`src/rtl/pilha_ula.sv`:
```
// Stack-based arithmetic unit: LOAD/POP/ADD/SUB/CLR in one cycle, MUL as a WIDTH-cycle
// shift-add sequence. Faults set a sticky error flag and never touch stack contents.
module pilha_ula #(
    parameter int unsigned WIDTH = 8,
    parameter int unsigned DEPTH = 4
) (
    input  logic             clock,
    input  logic             reset,
    input  logic [4:0]       tx,
    input  logic [4:0]       entrada,
    output logic [WIDTH-1:0] topo,
    output logic [3:0]       profundidade,
    output logic             vazia,
    output logic             cheia,
    output logic             ocupado,
    output logic             erro
);

    localparam int unsigned AW = (DEPTH > 1) ? $clog2(DEPTH) : 1;
    localparam int unsigned CW = $clog2(WIDTH + 1);

    localparam logic [4:0] CmdLoad = 5'd1;
    localparam logic [4:0] CmdAdd  = 5'd2;
    localparam logic [4:0] CmdSub  = 5'd3;
    localparam logic [4:0] CmdMul  = 5'd4;
    localparam logic [4:0] CmdPop  = 5'd5;
    localparam logic [4:0] CmdClr  = 5'd6;

    typedef enum logic {StIdle, StRun} state_t;

    state_t           state;
    logic [WIDTH-1:0] pilha [DEPTH];
    logic [3:0]       prof;
    logic [CW-1:0]    cnt;
    logic [WIDTH-1:0] mul_a, mul_b, acc;

    logic [3:0]       prof_m1;
    logic [AW-1:0]    idx_t, idx_n, idx_p;
    logic [WIDTH-1:0] val_t, val_n, acc_nxt;
    logic             menos_de_dois;

    assign prof_m1       = prof - 4'd1;
    assign idx_t         = prof_m1[AW-1:0];
    assign idx_n         = idx_t - AW'(1);
    assign idx_p         = prof[AW-1:0];
    assign val_t         = pilha[idx_t];
    assign val_n         = pilha[idx_n];
    assign menos_de_dois = (prof < 4'd2);
    assign acc_nxt       = acc + (mul_b[0] ? mul_a : '0);

    assign topo         = (prof == 4'd0) ? '0 : val_t;
    assign profundidade = prof;
    assign vazia        = (prof == 4'd0);
    assign cheia        = (prof == 4'(DEPTH));
    assign ocupado      = (state == StRun);

    always_ff @(posedge clock or posedge reset) begin
        if (reset) begin
            state <= StIdle;
            prof  <= '0;
            erro  <= 1'b0;
            cnt   <= '0;
            mul_a <= '0;
            mul_b <= '0;
            acc   <= '0;
            for (int i = 0; i < DEPTH; i++) pilha[i] <= '0;
        end else begin
            unique case (state)
                StIdle: begin
                    case (tx)
                        CmdLoad: begin
                            if (cheia) erro <= 1'b1;
                            else begin
                                pilha[idx_p] <= WIDTH'(entrada);
                                prof         <= prof + 4'd1;
                            end
                        end
                        CmdAdd, CmdSub: begin
                            if (menos_de_dois) erro <= 1'b1;
                            else begin
                                pilha[idx_n] <= (tx == CmdAdd) ? val_n + val_t : val_n - val_t;
                                prof         <= prof_m1;
                            end
                        end
                        CmdMul: begin
                            if (menos_de_dois) erro <= 1'b1;
                            else begin
                                mul_a <= val_n;
                                mul_b <= val_t;
                                acc   <= '0;
                                cnt   <= CW'(WIDTH);
                                state <= StRun;
                            end
                        end
                        CmdPop: begin
                            if (vazia) erro <= 1'b1;
                            else prof <= prof_m1;
                        end
                        CmdClr: begin
                            prof <= '0;
                            erro <= 1'b0;
                        end
                        default: ;
                    endcase
                end
                StRun: begin
                    // One shift-add step per cycle; the last step writes the product over N.
                    acc   <= acc_nxt;
                    mul_a <= mul_a << 1;
                    mul_b <= mul_b >> 1;
                    cnt   <= cnt - CW'(1);
                    if (cnt == CW'(1)) begin
                        pilha[idx_n] <= acc_nxt;
                        prof         <= prof_m1;
                        state        <= StIdle;
                    end
                end
                default: state <= StIdle;
            endcase
        end
    end

endmodule
```
`config.mk`:
```
export PLATFORM = sky130hd
export DESIGN_NAME = pilha_ula
export DESIGN_NICKNAME = d
export VERILOG_FILES = /design/src/rtl/pilha_ula.sv
export SDC_FILE = /design/constraint.sdc
export NUM_CORES = 1
export LEC_CHECK = 0
export CAP_MARGIN = 20
export CORE_MARGIN = 8
export CORE_UTILIZATION = 60
export DETAILED_ROUTE_END_ITERATION = 8
export GPL_TIMING_DRIVEN = 0
export PLACE_DENSITY = 0.91
export SKIP_LAST_GASP = 1
export SLEW_MARGIN = 20
export SYNTH_ARGS = -nofsm -noshare
export SYNTH_HDL_FRONTEND = slang
export SYNTH_SLANG_ARGS = --single-unit
export TNS_END_PERCENT = 5
```
`constraint.sdc`:
```
create_clock -name clock -period 4.9 [get_ports clock]
set_clock_uncertainty 0.15 [all_clocks]
set_input_delay 0.735 -clock clock [delete_from_list [all_inputs] [get_ports clock]]
set_output_delay 0.735 -clock clock [all_outputs]
set_load 0.02 [all_outputs]
```
==> results of run 1 <==
synthesized netlist by cell type, types with 3 or more instances:
library cell	n	area share [%]
a31oi_1	10	1.4
a21o_1	4	0.65
xor2_1	6	1.1
mux4_2	6	2.9
ha_1	21	5.7
xnor2_1	11	2.1
buf_4	4	0.65
and2_1	7	0.95
or3_1	4	0.54
o21a_1	3	0.49
nor3b_1	3	0.49
nor3_1	4	0.43
nand3_1	6	0.65
nor2b_1	11	1.5
clkbuf_1	16	1.3
o21ai_1	18	2.0
mux2_2	4	0.98
nor2_1	54	4.4
buf_2	6	0.65
a211oi_1	3	0.49
o21ai_0	11	1.2
a32oi_1	20	3.8
o31ai_1	3	0.49
a21oi_1	46	5.0
a22o_1	4	0.76
nand2_1	44	3.6
o22ai_1	9	1.2
nand2b_1	3	0.41
dfrtp_1	66	36
nor2_2	4	0.54
mux2i_1	30	6.5
inv_1	23	1.9
area by class of cell:
type / count / area share [%]
sequential: 66 / 31.6
inverter: 25 / 1.84
timing repair buffer: 28 / 5.70
clock buffer: 12 / 2.78
clock inverter: 3 / 0.767
multi-input combinational: 386 / 52.0
tap: 102 / 2.44
buffer: 30 / 2.87
path summary, 6_finish.rpt:
| path | startpoint | to | cells after the start |
|---|---|---|---|
| setup reg to reg | profundidade[0]$_DFFE_PP0P_ | pilha[6]$_DFFE_PP0P_ | 17 |
| min in group asynchronous | reset | acc[1]$_DFFE_PP0P_ | 2 |
| hold / removal | acc[4]$_DFFE_PP0P_ | acc[4]$_DFFE_PP0P_ | 2 |
| max in group asynchronous | reset | pilha[11]$_DFFE_PP0P_ | 3 |
| hold reg to reg | acc[4]$_DFFE_PP0P_ | acc[4]$_DFFE_PP0P_ | 2 |
| setup / recovery | profundidade[0]$_DFFE_PP0P_ | pilha[6]$_DFFE_PP0P_ | 17 |
metrics by stage:
step	utilization (%)	cell area (um2)	TNS, ps
after floorplan	-	4600	0
after global placement	66.1	5000	0
after detailed placement	66.5	5030	0
after CTS	68.9	5220	0
after global routing	69.0	5220	-132
final	69.0	5220	0
worst register-to-register path: cells and delay by family (launching register included):
family | cells | cell delay, ps
AO/OA/AOI/OAI | 5 | 1110
buffers and inverters | 5 | 910
adder cells (fa/ha/maj) | 2 | 670
AND/OR/NAND/NOR | 3 | 660
flip-flops | 1 | 590
multiplexers | 1 | 370
XOR/XNOR | 1 | 150
cells by family after synthesis:
| group | Yosys count |
|---|---|
| AOI/OAI and AO/OA | 154 |
| xor gates and xnor gates | 17 |
| adders and majority gates | 23 |
| buffers and inverters | 55 |
| DFF | 66 |
| muxes | 42 |
| and+or+nand+nor | 150 |
cells in the final DEF, fill, tap and decap left out, types with 9 or more instances in the layout:
| master | n |
|---|---|
| nor2_1 | 54 |
| ha_1 | 21 |
| a31oi_1 | 10 |
| a32oi_1 | 20 |
| nor2b_1 | 11 |
| mux2i_1 | 30 |
| dfrtp_1 | 66 |
| clkdlybuf4s50_1 | 27 |
| o21ai_0 | 11 |
| clkbuf_1 | 18 |
| o22ai_1 | 9 |
| a21oi_1 | 46 |
| clkbuf_8 | 10 |
| o21ai_1 | 18 |
| inv_1 | 22 |
| xnor2_1 | 11 |
| nand2_1 | 44 |
state kept, by name, indices dropped and copies added (netlist names):
register and flops:
acc 8, mul_a 8, mul_b 8, profundidade 4, cnt 4, erro 1, pilha 32, ocupado 1
per-layer routing:
layer	wire length, um	global-route usage [%]
met1	4810	26.8
met2	5890	36.9
met3	808	3.47
met4	282	9.34
met5	0	0
==> results.toml, run 1 <==
[logic_synthesis]
synth_top_family_by_area = "compound AO/OA/AOI/OAI gates"
synth-seq-area-share_pct = 35.9
synthFlopType = "dfrtp_1"
syn_avg_cell_area_um2 = 9.08
synth_cell_types = 63
synth_cells = 507
synth-xor-area-share_pct = 3.23
synth_compound_area_share_pct = 22.3
synth_fa_ha_area_share_pct = 6.58
ys_warn_count = 0
yosys.area_share.simple_pct = 15.4
synth.area.mux_share_pct = 11.3
syn_nets = 542
syn_area_um2 = 4600
synth_edf_count = 0
synth_seq_cells = 66
synthArstFlopShare_pct = 100

[clocking]
cts.path.max_buffers = 2
post_cts_buffers = 0
root_buffer = "clkbuf_8"
clk_latency_ps = 350
cts_buffers = 9
cts_resized = 0
htree_levels = 3
cts_tree = "done"
cts_hold_buf = 0
clk_pin_slew_ps = 70
cts.sinks = 66

[floorplanning]
io_pins = 28
die_y_um = 104
rows = 32
start_util_pct = 60.8
fp.dieW_um = 104
die_area_um2 = 10700
design.core.area_um2 = 7570

[timing]
whs_ps = 342
finalMaxSlewViolations = 0
worst_pin_slew_ps = 875
worst_slack_ps = 163
rsz0062_at_grt = "true"
finalSetupViolations = 0
post-route-period-util_pct = 96.7
slew_headroom_pct = 41.2
timing.final.hold_violations = 0
period_minus_slack_ps = 4740
fmax_ghz = 0.211

[critical_path]
crit_buf_inv = 5
cp.required_ps = 4960
critPathTopFamily = "compound AO/OA/AOI/OAI gates"
path_max_fanout = 10
r2r_slack_ps = 160
cp-end-kind = "flip-flop"
slowest_stage = "dfrtp_1"
critPathLaunchType = "flip-flop"
critPathMaxStageDelay_ps = 590
path_cells = "buf_6, inv_2, ha_1, buf_6, buf_4, buf_2, mux2_2, a21oi_1, xnor2_1, ha_1, nor2b_1, o21ai_1, a21boi_1, o21a_1, or3_1, nand3_1, a31oi_1"
crit_type = "flip-flop to flip-flop"
arrival_ps = 4800

[place]
gp_congestion = 0.887
port_buffers = 27
place_ws_ps = 280
dp_cells = 637
hpwl_um = 8990

[cells_and_area]
ff_latch_area_um2 = 1650
n_antenna_cell = 0
fin_cells = 652
multiInputGateArea_um2 = 2710
fillCellCount = 565
areaGrowthSynthToFinish_pct = 13.4
fin_nets = 581
layout-drive-gt1-share_pct = 9.27

[route]
route.detailed.drc = 0
via_per_inst = 6.31
ant_nets = 0
first_pass_iters = 6
num_vias = 4116
drt_iter0_drc = 338
drt-total-wl_um = 11800
wl_per_cell_um = 18.1

[global_route]
grt_pass1_wl_um = 19400
grt_pass1_vias = 4015
grtUsageTotal_pct = 21.8
antenna_found_initial = 0
gr-total-overflow = 0
grt_max_degree = 52

[job]
maxCapViolCount = 0

[worst_hold_path]
hp-class = "flip-flop to flip-flop"

[outcome]
status = "finished clean"
Power of run 1 is left out: the tool's default activity adds up to more than one toggle a clock period on the data nets, which glitch-free logic cannot reach.
==> inputs of run 2 (changes only) <==
ABC_CLOCK_PERIOD_IN_PS = 4900   (was default)
SKIP_LAST_GASP = default   (was 1)
==> run 2 against run 1 <==
  * Critical path depth unchanged
  * Wire length about the same
  * Largest cell class unchanged
  * Final area about the same
  * Worst hold slack about the same
  * Critical endpoint unchanged
  * Register-to-register slack better by 110 ps
  * Utilization about the same
  * Die area unchanged
==> results.toml, run 2 (synthesis gave the netlist of run 1 again) <==
[global_route]
grt_pass1_wl_um = 19400
grt_pass1_vias = 4015
gr-total-overflow = 0
antenna_found_initial = 0
grtUsageTotal_pct = 21.8
grt_max_degree = 52

[route]
drt-total-wl_um = 11800
dr_wl_met3_um = 815
ant_nets = 0
via_per_inst = 6.31
wl_per_cell_um = 18.1
routed.top_layer = "met4"
num_vias = 4115
met2_length_um = 5880
route.detailed.drc = 0
wl_met1_um = 4810
drt_iter0_drc = 337
first_pass_iters = 7

[cells_and_area]
largest-register = "pilha"
final_common_cell = "dfrtp_1"
largest_reg_flops = 32
fin_nets = 581
n_antenna_cell = 0
layout-drive-gt1-share_pct = 9.45
areaGrowthSynthToFinish_pct = 13.5
final_cell_mix = "65 x dfrtp_1, 54 x nor2_1, 46 x a21oi_1"
fin_cells = 652

[floorplanning]
start_util_pct = 60.8
die_y_um = 104
io_pins = 28
design.core.area_um2 = 7570
fp.dieW_um = 104
die_area_um2 = 10700
rows = 32

[place]
gp_congestion = 0.887
dp_cells = 637
hpwl_um = 8990
port_buffers = 27

[clocking]
clk_pin_slew_ps = 70
cts_tree = "done"
htree_levels = 3
cts.path.max_buffers = 2
root_buffer = "clkbuf_8"
clk_latency_ps = 350
cts_hold_buf = 0
cts_resized = 0
post_cts_buffers = 0
cts.sinks = 66
cts_buffers = 9

[timing]
post-route-period-util_pct = 94.3
finalMaxSlewViolations = 0
fin_tns_setup_ps = 0
period_minus_slack_ps = 4620
fmax_ghz = 0.216
finalSetupViolations = 0
slew_headroom_pct = 40.8
timing.final.hold_violations = 0
worst_pin_slew_ps = 881
rsz0062_at_grt = "false"

[outcome]
status = "finished clean"

[worst_hold_path]
hp-class = "flip-flop to flip-flop"

[critical_path]
path_max_fanout = 10
cp-end-kind = "flip-flop"
cp.required_ps = 4960
arrival_ps = 4690
crit_type = "flip-flop to flip-flop"
critPathLaunchType = "flip-flop"

[job]
maxCapViolCount = 0
==> run 2: cell count changes in the layout (fill, tap and decap cells not counted) <==
cell | previous run | this run
dfrtp_1 | 66 | 65
dfrtp_2 | 0 | 1
==> run 2: path summary, 6_finish.rpt <==
kind / cells past startpoint / to / slack [ps] / from
setup / recovery: 17 / pilha[6]$_DFFE_PP0P_ / 280 / profundidade[0]$_DFFE_PP0P_
hold / removal: 2 / acc[4]$_DFFE_PP0P_ / 340 / acc[4]$_DFFE_PP0P_
setup reg to reg: 17 / pilha[6]$_DFFE_PP0P_ / 280 / profundidade[0]$_DFFE_PP0P_
hold reg to reg: 2 / acc[4]$_DFFE_PP0P_ / 340 / acc[4]$_DFFE_PP0P_
max in group asynchronous: 3 / profundidade[0]$_DFFE_PP0P_ / 3540 / reset
min in group asynchronous: 2 / acc[1]$_DFFE_PP0P_ / 520 / reset
==> run 2: metrics by stage <==
stage | hold WS, ps | util, % | worst slack, ps | area [um2]
2_1_floorplan | 302 | - | 824 | 4600
3_3_place_gp | 319 | 66.1 | 349 | 5000
3_5_place_dp | 329 | 66.5 | 280 | 5030
4_1_cts | 345 | 68.9 | 255 | 5220
5_1_grt | 376 | 69.0 | 73.4 | 5220
6_report | 342 | 69.0 | 277 | 5220
==> run 2: final cells by class <==
class,count,area [um2]
multi-input combinational,386,2710
fill,565,2340
sequential,66,1650
timing repair buffer,28,298
buffer,30,150
clock buffer,12,145
tap,102,128
inverter,25,96.3
clock inverter,3,40.0
==> run 2: worst max-delay path, stage by stage, from the launching register on <==
cell and delay [ps]:
dfrtp_2 500, buf_6 190, inv_2 110, ha_1 310, buf_6 150, buf_4 190, buf_2 230, mux2_2 370
a21oi_1 440, xnor2_1 150, ha_1 360, nor2b_1 150, o21ai_1 200, a21boi_1 140, o21a_1 200, or3_1 300
nand3_1 200, a31oi_1 130
==> run 2: metal layers <==
metal  track usage, %  vias to the layer above
met4             9.34                        0
met2             36.9                      191
li1                 -                     1922
met3             3.47                       29
met5                0                        -
met1             26.8                     1973
Power of run 2 is left out for the same reason.
